==> src/rtl/cpu_pkg.sv <==
// Shared definitions for the 16-bit CPU pipeline: widths, the bubble word and
// the fetch-stage state encoding.
package cpu_pkg;
  localparam int          CPU_PC_W = 16;
  localparam logic [15:0] CPU_NOP  = 16'h0000;
  localparam logic [3:0]  OP_HLT   = 4'hF;

  typedef enum logic [1:0] {FETCH, HOLD, DRAIN, HALTED} if_state_t;

  function automatic logic is_hlt(input logic [15:0] w);
    return w[15:12] == OP_HLT;
  endfunction
endpackage

==> src/rtl/if_id_reg.sv <==
// IF/ID pipeline register. Priority: flush > hold > load; with none of them
// asserted the register drains to a bubble so each word is presented once.
module if_id_reg import cpu_pkg::*; #(
  parameter int          PC_W      = CPU_PC_W,
  parameter logic [15:0] NOP_INSTR = CPU_NOP
) (
  input  logic            clk,
  input  logic            rst_n,
  input  logic            flush,
  input  logic            hold,
  input  logic            load,
  input  logic [15:0]     d_instr,
  input  logic [PC_W-1:0] d_pc_plus1,
  output logic [15:0]     instr,
  output logic [PC_W-1:0] pc_plus1,
  output logic            valid
);
  logic [15:0]     instr_q, instr_d;
  logic [PC_W-1:0] pc1_q, pc1_d;
  logic            valid_q, valid_d;

  always_comb begin
    instr_d = instr_q;
    pc1_d   = pc1_q;
    valid_d = valid_q;
    if (flush) begin
      instr_d = NOP_INSTR;
      valid_d = 1'b0;
    end else if (!hold) begin
      if (load) begin
        instr_d = d_instr;
        pc1_d   = d_pc_plus1;
        valid_d = 1'b1;
      end else begin
        instr_d = NOP_INSTR;
        valid_d = 1'b0;
      end
    end
  end

  always_ff @(posedge clk or negedge rst_n) begin
    if (!rst_n) begin
      instr_q <= NOP_INSTR;
      pc1_q   <= '0;
      valid_q <= 1'b0;
    end else begin
      instr_q <= instr_d;
      pc1_q   <= pc1_d;
      valid_q <= valid_d;
    end
  end

  assign instr    = instr_q;
  assign pc_plus1 = pc1_q;
  assign valid    = valid_q;
endmodule

==> src/rtl/if_stage.sv <==
// Instruction-fetch stage: owns the PC, runs the variable-latency imem
// handshake, and feeds the IF/ID register with stall, redirect and halt handling.
module if_stage import cpu_pkg::*; #(
  parameter int              PC_W      = CPU_PC_W,
  parameter logic [PC_W-1:0] RESET_PC  = '0,
  parameter logic [15:0]     NOP_INSTR = CPU_NOP
) (
  input  logic            clk,
  input  logic            rst_n,
  input  logic            stall,
  input  logic            branch_taken,
  input  logic [PC_W-1:0] branch_target,
  output logic            imem_rd,
  output logic [PC_W-1:0] imem_addr,
  input  logic            imem_rdy,
  input  logic [15:0]     imem_data,
  output logic [15:0]     instr,
  output logic [PC_W-1:0] pc_plus1,
  output logic            valid,
  output logic            halted
);
  if_state_t       state_q, state_d;
  logic [PC_W-1:0] pc_q, pc_d;
  logic [PC_W-1:0] drain_addr_q, drain_addr_d;
  logic [15:0]     skid_q, skid_d;
  logic            flush, load;
  logic [15:0]     load_word;

  always_ff @(posedge clk or negedge rst_n) begin
    if (!rst_n) begin
      state_q      <= FETCH;
      pc_q         <= RESET_PC;
      drain_addr_q <= '0;
      skid_q       <= NOP_INSTR;
    end else begin
      state_q      <= state_d;
      pc_q         <= pc_d;
      drain_addr_q <= drain_addr_d;
      skid_q       <= skid_d;
    end
  end

  always_comb begin
    state_d      = state_q;
    pc_d         = pc_q;
    drain_addr_d = drain_addr_q;
    skid_d       = skid_q;
    case (state_q)
      FETCH: begin
        if (branch_taken) begin
          // Redirect wins over any response (including a HLT) this cycle.
          pc_d = branch_target;
          if (!imem_rdy) begin
            state_d      = DRAIN;
            drain_addr_d = pc_q;
          end
        end else if (imem_rdy) begin
          if (stall) begin
            state_d = HOLD;
            skid_d  = imem_data;
          end else begin
            pc_d = pc_q + 1'b1;
            if (is_hlt(imem_data)) state_d = HALTED;
          end
        end
      end
      HOLD: begin
        if (branch_taken) begin
          pc_d    = branch_target;
          state_d = FETCH;
        end else if (!stall) begin
          pc_d    = pc_q + 1'b1;
          state_d = is_hlt(skid_q) ? HALTED : FETCH;
        end
      end
      DRAIN: begin
        // Old request stays on the bus until it completes; its data is dropped.
        if (branch_taken) pc_d = branch_target;
        if (imem_rdy) state_d = FETCH;
      end
      HALTED: state_d = HALTED;
      default: state_d = FETCH;
    endcase
  end

  always_comb begin
    imem_rd   = 1'b0;
    imem_addr = pc_q;
    flush     = 1'b0;
    load      = 1'b0;
    load_word = imem_data;
    halted    = 1'b0;
    case (state_q)
      FETCH: begin
        imem_rd = rst_n;
        flush   = branch_taken;
        load    = imem_rdy && !stall;
      end
      HOLD: begin
        flush     = branch_taken;
        load      = !stall;
        load_word = skid_q;
      end
      DRAIN: begin
        imem_rd   = rst_n;
        imem_addr = drain_addr_q;
        flush     = branch_taken;
      end
      HALTED: halted = 1'b1;
      default: halted = 1'b0;
    endcase
  end

  if_id_reg #(.PC_W(PC_W), .NOP_INSTR(NOP_INSTR)) u_if_id (
    .clk        (clk),
    .rst_n      (rst_n),
    .flush      (flush),
    .hold       (stall),
    .load       (load),
    .d_instr    (load_word),
    .d_pc_plus1 (pc_q + 1'b1),
    .instr      (instr),
    .pc_plus1   (pc_plus1),
    .valid      (valid)
  );
endmodule

==> config.mk <==
export PLATFORM = sky130hd
export DESIGN_NAME = if_stage
export DESIGN_NICKNAME = d
export VERILOG_FILES = /design/src/rtl/cpu_pkg.sv /design/src/rtl/if_id_reg.sv /design/src/rtl/if_stage.sv
export SDC_FILE = /design/constraint.sdc
export NUM_CORES = 1
export LEC_CHECK = 0
export CAP_MARGIN = 20
export CORE_MARGIN = 2
export CORE_UTILIZATION = 45
export CTS_BUF_LIST = sky130_fd_sc_hd__clkbuf_8
export DETAILED_ROUTE_END_ITERATION = 10
export GPL_TIMING_DRIVEN = 0
export MAX_ROUTING_LAYER = met4
export PLACE_DENSITY = 0.72
export SYNTH_ARGS = -nofsm -noshare
export SYNTH_HDL_FRONTEND = slang
export SYNTH_SLANG_ARGS = --single-unit
==> constraint.sdc <==
create_clock -name clk -period 3.3 [get_ports clk]
set_clock_uncertainty 0.15 [all_clocks]
set_input_delay 0.66 -clock clk [delete_from_list [all_inputs] [get_ports clk]]
set_output_delay 0.66 -clock clk [all_outputs]
set_load 0.01 [all_outputs]
==> results.ini <==
[run_status]
status=completed

[synth]
syn_avg_cell_area_um2=10.5
synth_top_area_share_pct=51.0
synth_flop_cell=dfrtp_1
synth_area_leaders=dfrtp_1, mux2_2, mux2i_1
yosysWarningCount=0
yosysSeqAreaShare_pct=51.0
synth_enable_flop_cells=0
synth_cell_types=40
netlist_instances=386
yosys-top-cells-count=dfrtp_1, nand2_1, mux2_2, nand3_1, o21ai_0
synth_nets=424
synthesis.area_um2=4070
yosys.cell_count.top_type=dfrtp_1
synthArstFlopShare_pct=100
synth_top_area_cell=dfrtp_1
ys_ff_latch=83

[sta]
setup_viol=0
finalHoldViolCount=0
fin_ws_ns=0.136
holdWs_ns=0.107
rsz0062_at_grt=no
fin_crit_sh_pct=95.9
tns_ns=0
drv_slew=0
slew_headroom_pct=46.6
fmax_mhz=316
period_minus_slack_ns=3.16
worst_pin_slew_ns=0.795

[job]
maxCapViolCount=0

[pwr]
power_density_nw_per_um2=875
seqPwrFrac_pct=36.8
p_leak_nw=2.32
p_int_mw=3.06
clkPwrFrac_pct=18.2
ir_drop_v=0.000534
p_sw_mw=1.62
p_sw_share_pct=34.6
combPwrFrac_pct=45.0

[worst_setup_path]
critPathMaxStageDelay_ns=0.49
crit_type=reg2out
path_max_fanout=10
cp-start-kind=flip-flop
worstPathArrival_ns=2.35
required_ns=2.49
cp_slowest_cell=clkdlybuf4s50_1
end_kind=primary output
path_cells=buf_2 > nor2b_4 > clkbuf_4 > mux2_2 > clkdlybuf4s50_1

[clock_network]
cts_tree=built
clkTransAtPathRegs_ns=0.08
cts_hold_buffers=0
postCtsSetupBuffers=0
htreeDepth=3
clockRootBuffer=clkbuf_8
ctsLongestPathBuffers=2
insertion_delay_ns=0.35
cts.sinks=83
numCtsBuffers=9

[floorplan]
io_pins=88
fp.dieH_um=99.1
core_um2=8760
die_area_um2=9820
start_util_pct=46.4
num_rows=34
die_w_um=99.1

[placed_design]
port_buffers=87
dpl.cell_count=582
dp_slack_ns=0.112
detailed_place_hpwl_um=7340
place.gp.congestion=0.901

[cells_and_area]
seq_area_um2=2080
utilization_pct=61.1
nNetsFinal=524
stdcell_count=598
nFillCells=762
multi_input_area_um2=1870
n_antenna_cell=0
area_growth_pct=31.5
drive_gt1_share_pct=15.9

[global_routing]
grt_antenna_before_repair=0
grt_pass1_vias=3289
grt_max_degree=51
gr-total-overflow=0
grtUsageTotal_pct=22.0
grt_pass1_wl_um=16700

[route]
post_drt_wl_per_cell_um=16.9
drtAntennaViolNets=0
via_count=3384
drc=0
drt_wl_total_um=10100
drt_iter0_drc=201
via_per_inst=5.66
dr.pass1.iters=5

[min_path]
min_path_type=in2async

[worst max-delay path: cells and delay by family (launching register included)]
| kind | cells | cell delay, ns |
|---|---|---|
| buf+inv | 3 | 0.98 |
| flops | 1 | 0.42 |
| mux | 1 | 0.37 |
| simple gates | 1 | 0.24 |
[stage by stage]
step                      total power [mW]  instance area [µm²]
after floorplan                       2.90                 4070
after global placement                3.76                 5070
after detailed placement              3.83                 5100
after CTS                             4.70                 5340
after global routing                  4.99                 5350
final                                 4.68                 5350
[placed cells by master, fill, tap and decap left out, types with 2 or more instances in the layout]
cell | netlist | routed
mux2i_1 | 20 | 20
clkbuf_4 | 0 | 2
nor2b_1 | 4 | 3
and3_1 | 3 | 3
clkdlybuf4s50_1 | 0 | 86
nand3_1 | 33 | 33
nand4_1 | 14 | 14
buf_4 | 0 | 2
dfrtp_1 | 83 | 83
nor4_2 | 2 | 2
a2bb2oi_1 | 4 | 4
nand3b_1 | 6 | 6
nor4_1 | 2 | 2
nor4b_1 | 2 | 2
xor2_1 | 3 | 3
clkbuf_8 | 0 | 9
clkbuf_1 | 19 | 17
bufinv_16 | 0 | 3
nor2_1 | 7 | 7
o2bb2ai_1 | 4 | 4
nand2_1 | 51 | 51
or4_1 | 2 | 2
mux2_2 | 47 | 47
o211ai_1 | 2 | 2
and4_1 | 2 | 2
xnor2_1 | 4 | 4
o21ai_0 | 31 | 31
inv_1 | 4 | 5
or3_1 | 4 | 4
buf_2 | 8 | 8
a21oi_1 | 9 | 9
nor3_1 | 3 | 3
[power by group through the flow]
stage          Sequential [mW]  Clock (mW)  Combinational, mW
2_1_floorplan             1.72           0               1.18
3_3_place_gp              1.71           0               2.04
3_5_place_dp              1.74           0               2.09
4_1_cts                   1.72       0.873               2.11
5_1_grt                   1.78       0.908               2.30
6_report                  1.72       0.851               2.11
[layout make-up]
| class | instances | area share, % |
|---|---|---|
| tap | 108 | 2.52 |
| clock buffer | 9 | 2.31 |
| sequential | 83 | 38.8 |
| inverter | 4 | 0.281 |
| buffer | 27 | 2.22 |
| multi-input combinational | 272 | 35.0 |
| timing repair buffer | 89 | 16.9 |
| clock inverter | 6 | 1.99 |
[logic make-up after synthesis]
logic type / synth area share [%]
AOI/OAI and AO/OA: 8.89
xor gates and xnor gates: 1.51
adders and majority gates: 0.307
buffers and inverters: 3.11
DFF: 51.0
muxes: 17.9
and+or+nand+nor: 17.2
[worst paths after layout]
kind | startpoint | end | slack [ns] | cells past startpoint
min reg2reg | u_if_id.pc_plus1[1] | u_if_id.pc_plus1[1] | 0.33 | 2
min in group clk | u_if_id.pc_plus1[1] | u_if_id.pc_plus1[1] | 0.33 | 2
min | rst_n | u_if_id.instr[10] | 0.11 | 1
max in group asynchronous | rst_n | pc_q[4] | 2.30 | 2
max | state_q[1] | imem_addr[15] | 0.14 | 5
max reg2reg | state_q[0] | pc_q[9] | 0.89 | 5
[registers in the layout, indices dropped and copies added, names as in the netlist]
signal and count:
u_if_id.valid 1, drain_addr_q 16, skid_q 16, u_if_id.pc_plus1 16
u_if_id.instr 16, pc_q 16, state_q 2
[timing repair]
action,in CTS,in global routing
pin swaps,0,0
hold endpoints to repair,0,0
gates resized for setup,4,3
setup endpoints to repair,16,16
[per-layer routing]
layer  wire length, µm  track usage [%]
met2              4720             32.7
met4               191             7.90
met5                 0                -
met3               484             2.60
met1              4710             31.3
Power figures use the tool's default switching activity.
